==> config.mk <==
export PLATFORM = sky130hd
export DESIGN_NAME = fifo_rd_ctrl
export DESIGN_NICKNAME = d
export VERILOG_FILES = /design/src/rtl/fifo_pkg.sv /design/src/rtl/fifo_rd_ctrl_ptr_sync.sv /design/src/rtl/fifo_rd_ctrl.sv
export SDC_FILE = /design/constraint.sdc
export NUM_CORES = 1
export LEC_CHECK = 0
export CAP_MARGIN = 20
export CORE_MARGIN = 2
export CORE_UTILIZATION = 33
export DETAILED_ROUTE_END_ITERATION = 8
export GPL_TIMING_DRIVEN = 0
export PLACE_DENSITY = 0.69
export SYNTH_ARGS = -nofsm -noshare
export SYNTH_HDL_FRONTEND = slang
export SYNTH_HIERARCHICAL = 1
export SYNTH_SLANG_ARGS = --single-unit
==> constraint.sdc <==
create_clock -name r_clk -period 4.25 [get_ports r_clk]
set_input_delay 0.85 -clock r_clk [delete_from_list [all_inputs] [get_ports r_clk]]
set_output_delay 0.85 -clock r_clk [all_outputs]
set_load 0.005 [all_outputs]
==> src/rtl/fifo_pkg.sv <==
// Shared constants and pointer-code helpers for the dual-clock SRAM FIFO.
// Used by both the read-side and write-side controllers.
package fifo_pkg;

    localparam int unsigned FIFO_WIDTH_D = 29;
    localparam int unsigned ADDR_WIDTH_D = 7;

    // Pointers are handled zero-extended to this width so that one pair of
    // helpers serves any ADDR_WIDTH+1 pointer up to 32 bits.
    localparam int unsigned PTR_MAX_W = 32;

    typedef logic [PTR_MAX_W-1:0] ptr_word_t;

    // Binary to reflected Gray code.
    function automatic ptr_word_t bin2gray(input ptr_word_t b);
        return b ^ (b >> 1);
    endfunction

    // Reflected Gray code to binary; zero upper bits leave the result exact.
    function automatic ptr_word_t gray2bin(input ptr_word_t g);
        ptr_word_t b;
        b = '0;
        b[PTR_MAX_W-1] = g[PTR_MAX_W-1];
        for (int unsigned i = 1; i < PTR_MAX_W; i++) begin
            b[PTR_MAX_W-1-i] = b[PTR_MAX_W-i] ^ g[PTR_MAX_W-1-i];
        end
        return b;
    endfunction

endpackage

==> src/rtl/fifo_rd_ctrl_ptr_sync.sv <==
// Multi-flop synchroniser for a Gray-coded pointer crossing into the local
// clock domain. All stages are cleared by the local synchronous reset.
module ptr_sync #(
    parameter int unsigned WIDTH  = 8,
    parameter int unsigned STAGES = 2
) (
    input  logic             clk,
    input  logic             rst,
    input  logic [WIDTH-1:0] d,
    output logic [WIDTH-1:0] q
);

    logic [WIDTH-1:0] stage_q [STAGES];

    // Shift the asynchronous pointer through the flop chain.
    always_ff @(posedge clk) begin
        if (rst) begin
            for (int unsigned i = 0; i < STAGES; i++) begin
                stage_q[i] <= '0;
            end
        end else begin
            stage_q[0] <= d;
            for (int unsigned i = 1; i < STAGES; i++) begin
                stage_q[i] <= stage_q[i-1];
            end
        end
    end

    assign q = stage_q[STAGES-1];

endmodule

==> src/rtl/fifo_rd_ctrl.sv <==
// Read-side controller of the dual-clock SRAM FIFO (r_clk domain only).
// Synchronises the write pointer, derives empty/rd_level, drives the SRAM
// read port and presents popped words on a registered valid/ready stream.
// Build option: define RD_SYNC3_EN for a 3-flop write-pointer synchroniser
// (default 2 flops).
module fifo_rd_ctrl
    import fifo_pkg::*;
#(
    parameter int unsigned FIFO_WIDTH = FIFO_WIDTH_D,
    parameter int unsigned ADDR_WIDTH = ADDR_WIDTH_D,
    parameter int unsigned FIFO_DEPTH = 2 ** ADDR_WIDTH
) (
    input  logic                  r_clk,
    input  logic                  r_rst,
    input  logic [ADDR_WIDTH:0]   w_ptr_gray,
    output logic [ADDR_WIDTH:0]   r_ptr_gray,
    output logic [ADDR_WIDTH-1:0] r_addr,
    output logic                  r_ena,
    input  logic [FIFO_WIDTH-1:0] r_data,
    output logic [FIFO_WIDTH-1:0] m_data,
    output logic                  m_valid,
    input  logic                  m_ready,
    output logic                  empty,
    output logic [ADDR_WIDTH:0]   rd_level
);

    localparam int unsigned PTR_W = ADDR_WIDTH + 1;

`ifdef RD_SYNC3_EN
    localparam int unsigned SYNC_STAGES = 3;
`else
    localparam int unsigned SYNC_STAGES = 2;
`endif

    localparam logic EMPTY_OUT = 1'b0;
    localparam logic FULL_OUT  = 1'b1;

    if (FIFO_DEPTH != (2 ** ADDR_WIDTH)) begin : g_bad_depth
        $error("fifo_rd_ctrl: FIFO_DEPTH must equal 2**ADDR_WIDTH");
    end

    logic [PTR_W-1:0] wg_s;
    logic [PTR_W-1:0] w_bin_s;
    logic [PTR_W-1:0] r_bin;
    logic [PTR_W-1:0] r_bin_nxt;
    logic             out_state;
    logic             out_state_nxt;
    logic             load;

    ptr_sync #(
        .WIDTH  (PTR_W),
        .STAGES (SYNC_STAGES)
    ) u_wptr_sync (
        .clk (r_clk),
        .rst (r_rst),
        .d   (w_ptr_gray),
        .q   (wg_s)
    );

    assign w_bin_s  = PTR_W'(gray2bin(ptr_word_t'(wg_s)));
    assign empty    = (w_bin_s == r_bin);
    assign rd_level = w_bin_s - r_bin;
    assign r_addr   = r_bin[ADDR_WIDTH-1:0];
    assign m_valid  = (out_state == FULL_OUT);

    // Pop whenever SRAM holds data and the output register is free or being
    // emptied this cycle; reset suppresses the strobe.
    always_comb begin
        load      = !r_rst && !empty && (!m_valid || m_ready);
        r_ena     = load;
        r_bin_nxt = load ? r_bin + 1'b1 : r_bin;
    end

    // Output register occupancy: refill on load, drain on accept-without-load.
    always_comb begin
        out_state_nxt = out_state;
        case (out_state)
            EMPTY_OUT: if (load) out_state_nxt = FULL_OUT;
            FULL_OUT:  if (m_ready && !load) out_state_nxt = EMPTY_OUT;
            default:   out_state_nxt = EMPTY_OUT;
        endcase
    end

    // Read pointer, exported Gray pointer and output data register.
    always_ff @(posedge r_clk) begin
        if (r_rst) begin
            r_bin      <= '0;
            r_ptr_gray <= '0;
            m_data     <= '0;
            out_state  <= EMPTY_OUT;
        end else begin
            r_bin      <= r_bin_nxt;
            r_ptr_gray <= PTR_W'(bin2gray(ptr_word_t'(r_bin_nxt)));
            out_state  <= out_state_nxt;
            if (load) begin
                m_data <= r_data;
            end
        end
    end

endmodule

# Word-level counts from Yosys, hierarchy flattened
# Memory sizes are Yosys's and may differ from the RTL's.
# Index checks and enable logic that the tools add are counted.
[word_totals]
mem_bits_rw = 16
elab_cells = 36
out_inout_bits = 55
in_bits = 40
regBits = 46
mem_count = 1
[mem_list]
columns = ["name", "depth", "width", "read_ports", "rd_ports_with_merged_regs", "write_ports", "line", "source"]
rows = [
  ["u_wptr_sync.stage_q", 2, 8, 2, 0, 2, "fifo_rd_ctrl_ptr_sync.sv:13", "logic [WIDTH-1:0] stage_q [STAGES];"],
]
[op_classes]
bitwise = 11
n_mux = 9
add_sub_neg = 2
n_reduce_logical = 8
n_eq_ne = 1
[op_table]
columns = ["operator", "count"]
rows = [
  ["two-way mux 8 bit", 3],
  ["adder 8 x 1 -> 8 bit (second input constant)", 1],
  ["equality test 8 bit", 1],
  ["subtractor 8 bit", 1],
  ["XOR 8 x 7 -> 8 bit", 1],
  ["XOR 1 bit", 7],
  ["two-way mux 1 bit", 5],
  ["logical NOT 1 bit", 4],
  ["logical AND 1 bit", 3],
  ["bitwise OR 1 bit", 2],
  ["case mux 1 bit (2 select lines)", 1],
  ["logical OR 1 bit", 1],
  ["inverter 1 bit", 1],
]

# Logic depth before layout (Yosys ltp)
[depth]
ltp_word = 15
depth_mapped = 16
depth_no_buf = 13

# Hierarchy
# The synthesis kept the hierarchy.
[by_module_without_submodules]
columns = ["module", "area_per_inst_um2", "n_inst", "seq_area_each_um2", "cells_per_inst"]
rows = [
  ["fifo_rd_ctrl", 2267.2, 1, 900.9, 277],
  ["ptr_sync", 524.3, 1, 320.3, 41],
]

# Worst setup path before layout
# Ideal clock, no wire load.
[synth_path]
kind = "reg2out"
start = "mem u_wptr_sync.stage_q[1][7], in the netlist u_wptr_sync/stage_q[0][15]"
end = "out r_ena"
path_slack_ns = 0.577
arrival_time_ns = 2.823
stages_incl_launch_ff = 15
path_buffers = 4
required_time_ns = 3.400
cell_sequence = "dfxtp_1 > buf_4 > xor2_1 > xnor2_1 > xnor2_1 > xnor2_1 > xor2_1 > ha_1 > nand3_1 > or4_1 > buf_4 > nand2_8 > inv_2 > buf_6 > buf_2"
[synth_rtl]
columns = ["element", "line", "source"]
rows = [
  ["from (decl)", "fifo_rd_ctrl_ptr_sync.sv:13", ""],
  ["to (decl)", "fifo_rd_ctrl.sv:18", "output logic r_ena,"],
]

==> flow_summary.toml <==
[sta]
hold_viol = 0
fmax_mhz = 246
fin_hold_ws_ns = 0.439
slew_headroom_pct = 66.9
fin_worst_skew_ns = 0.00628
period_share_pct = 95.5
tns_ns = 0
layout_min_cycle_time_ns = 4.06
final-max-slew-violation-count = 0
setup_viol = 0
rsz0062_at_grt = "no"
tightest_slew_ns = 0.496

[route]
drc = 0
via_count = 2459
wl_per_cell_um = 12.5
drt_wl_total_um = 6690
drtIter0Drc = 110
firstDrtPassIters = 4
ant_nets = 0
viasPerCell = 4.59

[status]
outcome = "finished, final reports clean"

[cts]
cts_buffer_depth = 2
clkLatencyLatePin_ns = 0.34
cts.clk_slew.worst_paths_ns = 0.07
cts_buffers = 9
cts.sinks = 61
clk_root_buffer_cell = "clkbuf_8"
cts_hold_buffers = 0
cts_tree = "done"
cts.htree.levels = 3

[synthesis]
synthCells = 318
ys_ff_latch = 61
async_reset_ff_share_pct = 0
syn-num-nets = 367
synth_ff_type = "dfxtp_1"
avgSynthCellArea_um2 = 8.78
syn-cell-area_um2 = 2790
synth_cell_types = 38
ys_seq_area_share_pct = 43.7
yosysWarnings = 6
synth_edf_count = 0

[pwr]
cellPowerDensity_nw_per_um2 = 412
ir_drop_mv = 0.224
leakagePower_nw = 1.75

[global_route]
grt_pass1_wl_um = 10600
grt_max_degree = 20
grt_pass1_vias = 2344
antenna_found_initial = 0
track_usage_pct = 15.0
grt_overflow = 0

[cells_and_area]
area.growth.synth_to_final_pct = 50.9
final_net_count = 475
drive_gt1_share_pct = 15.3
num_antenna_cells = 0
instances_no_fill = 536

[critical_path]
crit_arrival_ns = 3.21
path_class = "reg -> out"
start_kind = "flop"
cp.required_ns = 3.40
worst_setup_path_end_kind = "output pin"
path_max_fanout = 7

[run]
drv_cap = 0

[floorplan]
num_rows = 33
die_w_um = 96.0
dieArea_um2 = 9210
start_util_pct = 34.0
core_area_um2 = 8220
ios = 95
die_y_um = 96.0

[placement]
dp.cells = 517
gp_congestion = 0.883
io_buffers = 94
place_hpwl_um = 4850

[worst_hold_path]
hold_class = "reg -> reg"
[area by class of cell]
class / count / area [um^2]
Fill cell: 773 / 4000
Multi-Input combinational cell: 220 / 1450
Buffer: 22 / 135
Timing Repair Buffer: 99 / 976
Sequential cell: 61 / 1220
Inverter: 13 / 48.8
Clock inverter: 6 / 110
Clock buffer: 10 / 138
Tap cell: 105 / 131
[stage by stage]
stage | worst slack, ns | total power, W | util (%) | area [um^2]
final | 0.190 | 0.00173 | 51.3 | 4210
after global routing | 0.00756 | 0.00182 | 51.3 | 4210
after CTS | 0.0665 | 0.00175 | 51.0 | 4190
after detailed placement | -0.193 | 0.00108 | 47.0 | 3860
after global placement | -0.137 | 0.00107 | 47.0 | 3860
after floorplan | 0.577 | 0.000855 | - | 2790
[sequential cells by signal, summed over array words and instances, names as in the netlist]
signal,count
m_data,29
m_valid,1
r_bin,7
r_ptr_gray,8
u_wptr_sync/stage_q,16
[final timing paths]
kind,startpoint,endpoint,slack [ns],depth (start not counted)
hold / removal,u_wptr_sync/stage_q[0][6]$_SDFF_PP0_,u_wptr_sync/stage_q[0][14]$_SDFF_PP0_,0.44,1
setup reg to reg,u_wptr_sync/stage_q[0][15]$_SDFF_PP0_,m_data[2]$_SDFFE_PP0P_,1.14,15
setup / recovery,u_wptr_sync/stage_q[0][15]$_SDFF_PP0_,empty,0.19,11
hold reg to reg,u_wptr_sync/stage_q[0][6]$_SDFF_PP0_,u_wptr_sync/stage_q[0][14]$_SDFF_PP0_,0.44,1
[placed cells by master (no fill, tap or decap), types with 2 or more instances in the layout]
cell type         n
nor4_1            2
dlygate4sd2_1     2
nor2b_2           8
xnor2_1          21
xor2_1            5
xnor2_2           4
ha_1              7
buf_2             3
inv_2             2
clkdlybuf4s50_1  89
nand3_1           6
buf_4            13
dlymetal6s2s_1    2
clkinvlp_4        2
dfxtp_1          61
bufinv_16         3
nor3_1            3
a21o_1            3
a21oi_1           6
nor2_1           20
or3_1             2
clkbuf_8         10
nand2_1          70
inv_1            11
a21oi_2           4
nand3b_1         29
and2b_2           6
nor2b_1           4
o21ai_0           2
clkbuf_1          9
[worst max-delay path: stages (launching register included)]
cell and delay [ns]:
dfxtp_1 0.30, buf_4 0.15, xor2_4 0.19, xnor2_2 0.16
xnor2_2 0.24, xnor2_2 0.11, xor2_1 0.15, ha_2 0.34
nand3_1 0.08, or4_4 0.52, inv_2 0.13, clkdlybuf4s50_1 0.51
[power breakdown]
part	internal (W)	switching, W
Clock	0.000404	0.000235
Combinational	0.000265	0.000187
Sequential	0.000617	0.0000263
Total	0.00129	0.000448
[synth_stat cells, types with 2 or more instances]
cell type / number / area, um^2
dfxtp_1: 61 / 1220
nor2_1: 20 / 75.1
nor3_1: 3 / 15.0
buf_2: 4 / 20.0
nand2_1: 70 / 263
nor4_1: 2 / 12.5
buf_4: 9 / 67.6
or3_1: 2 / 12.5
clkbuf_1: 9 / 33.8
o41ai_1: 2 / 17.5
xnor2_1: 25 / 219
and2b_2: 6 / 52.6
nand3_1: 6 / 30.0
nor2b_2: 7 / 61.3
ha_1: 8 / 100
nand3b_1: 29 / 218
a21oi_2: 2 / 17.5
inv_1: 12 / 45.0
xor2_1: 6 / 52.6
buf_6: 2 / 22.5
a21o_1: 3 / 22.5
o21ai_0: 3 / 15.0
a21oi_1: 8 / 40.0
nor2b_1: 5 / 31.3
[cells by family after synthesis]
| family | Yosys count | synth area share [%] |
|---|---|---|
| simple gates | 155 | 29.3 |
| flops | 61 | 43.7 |
| buf+inv | 37 | 6.90 |
| xor+xnor | 31 | 9.73 |
| compound gates | 25 | 6.05 |
| fa+ha+maj | 9 | 4.30 |
[what timing repair did]
action                     CTS  global route
resized for setup           14            10
setup endpoints to repair    8             6
setup buffers                4             1
gates cloned                 0             0
pin swaps                    4             3
[per-layer routing]
layer | track usage, % | part of all wire (%) | up-vias
met5 | 0 | 0 | -
met4 | 8.21 | 1.8 | 0
met3 | 2.98 | 6.3 | 10
met2 | 25.2 | 49 | 86
met1 | 17.9 | 43 | 1126
li1 | - | - | 1237
Power figures use the tool's default switching activity.
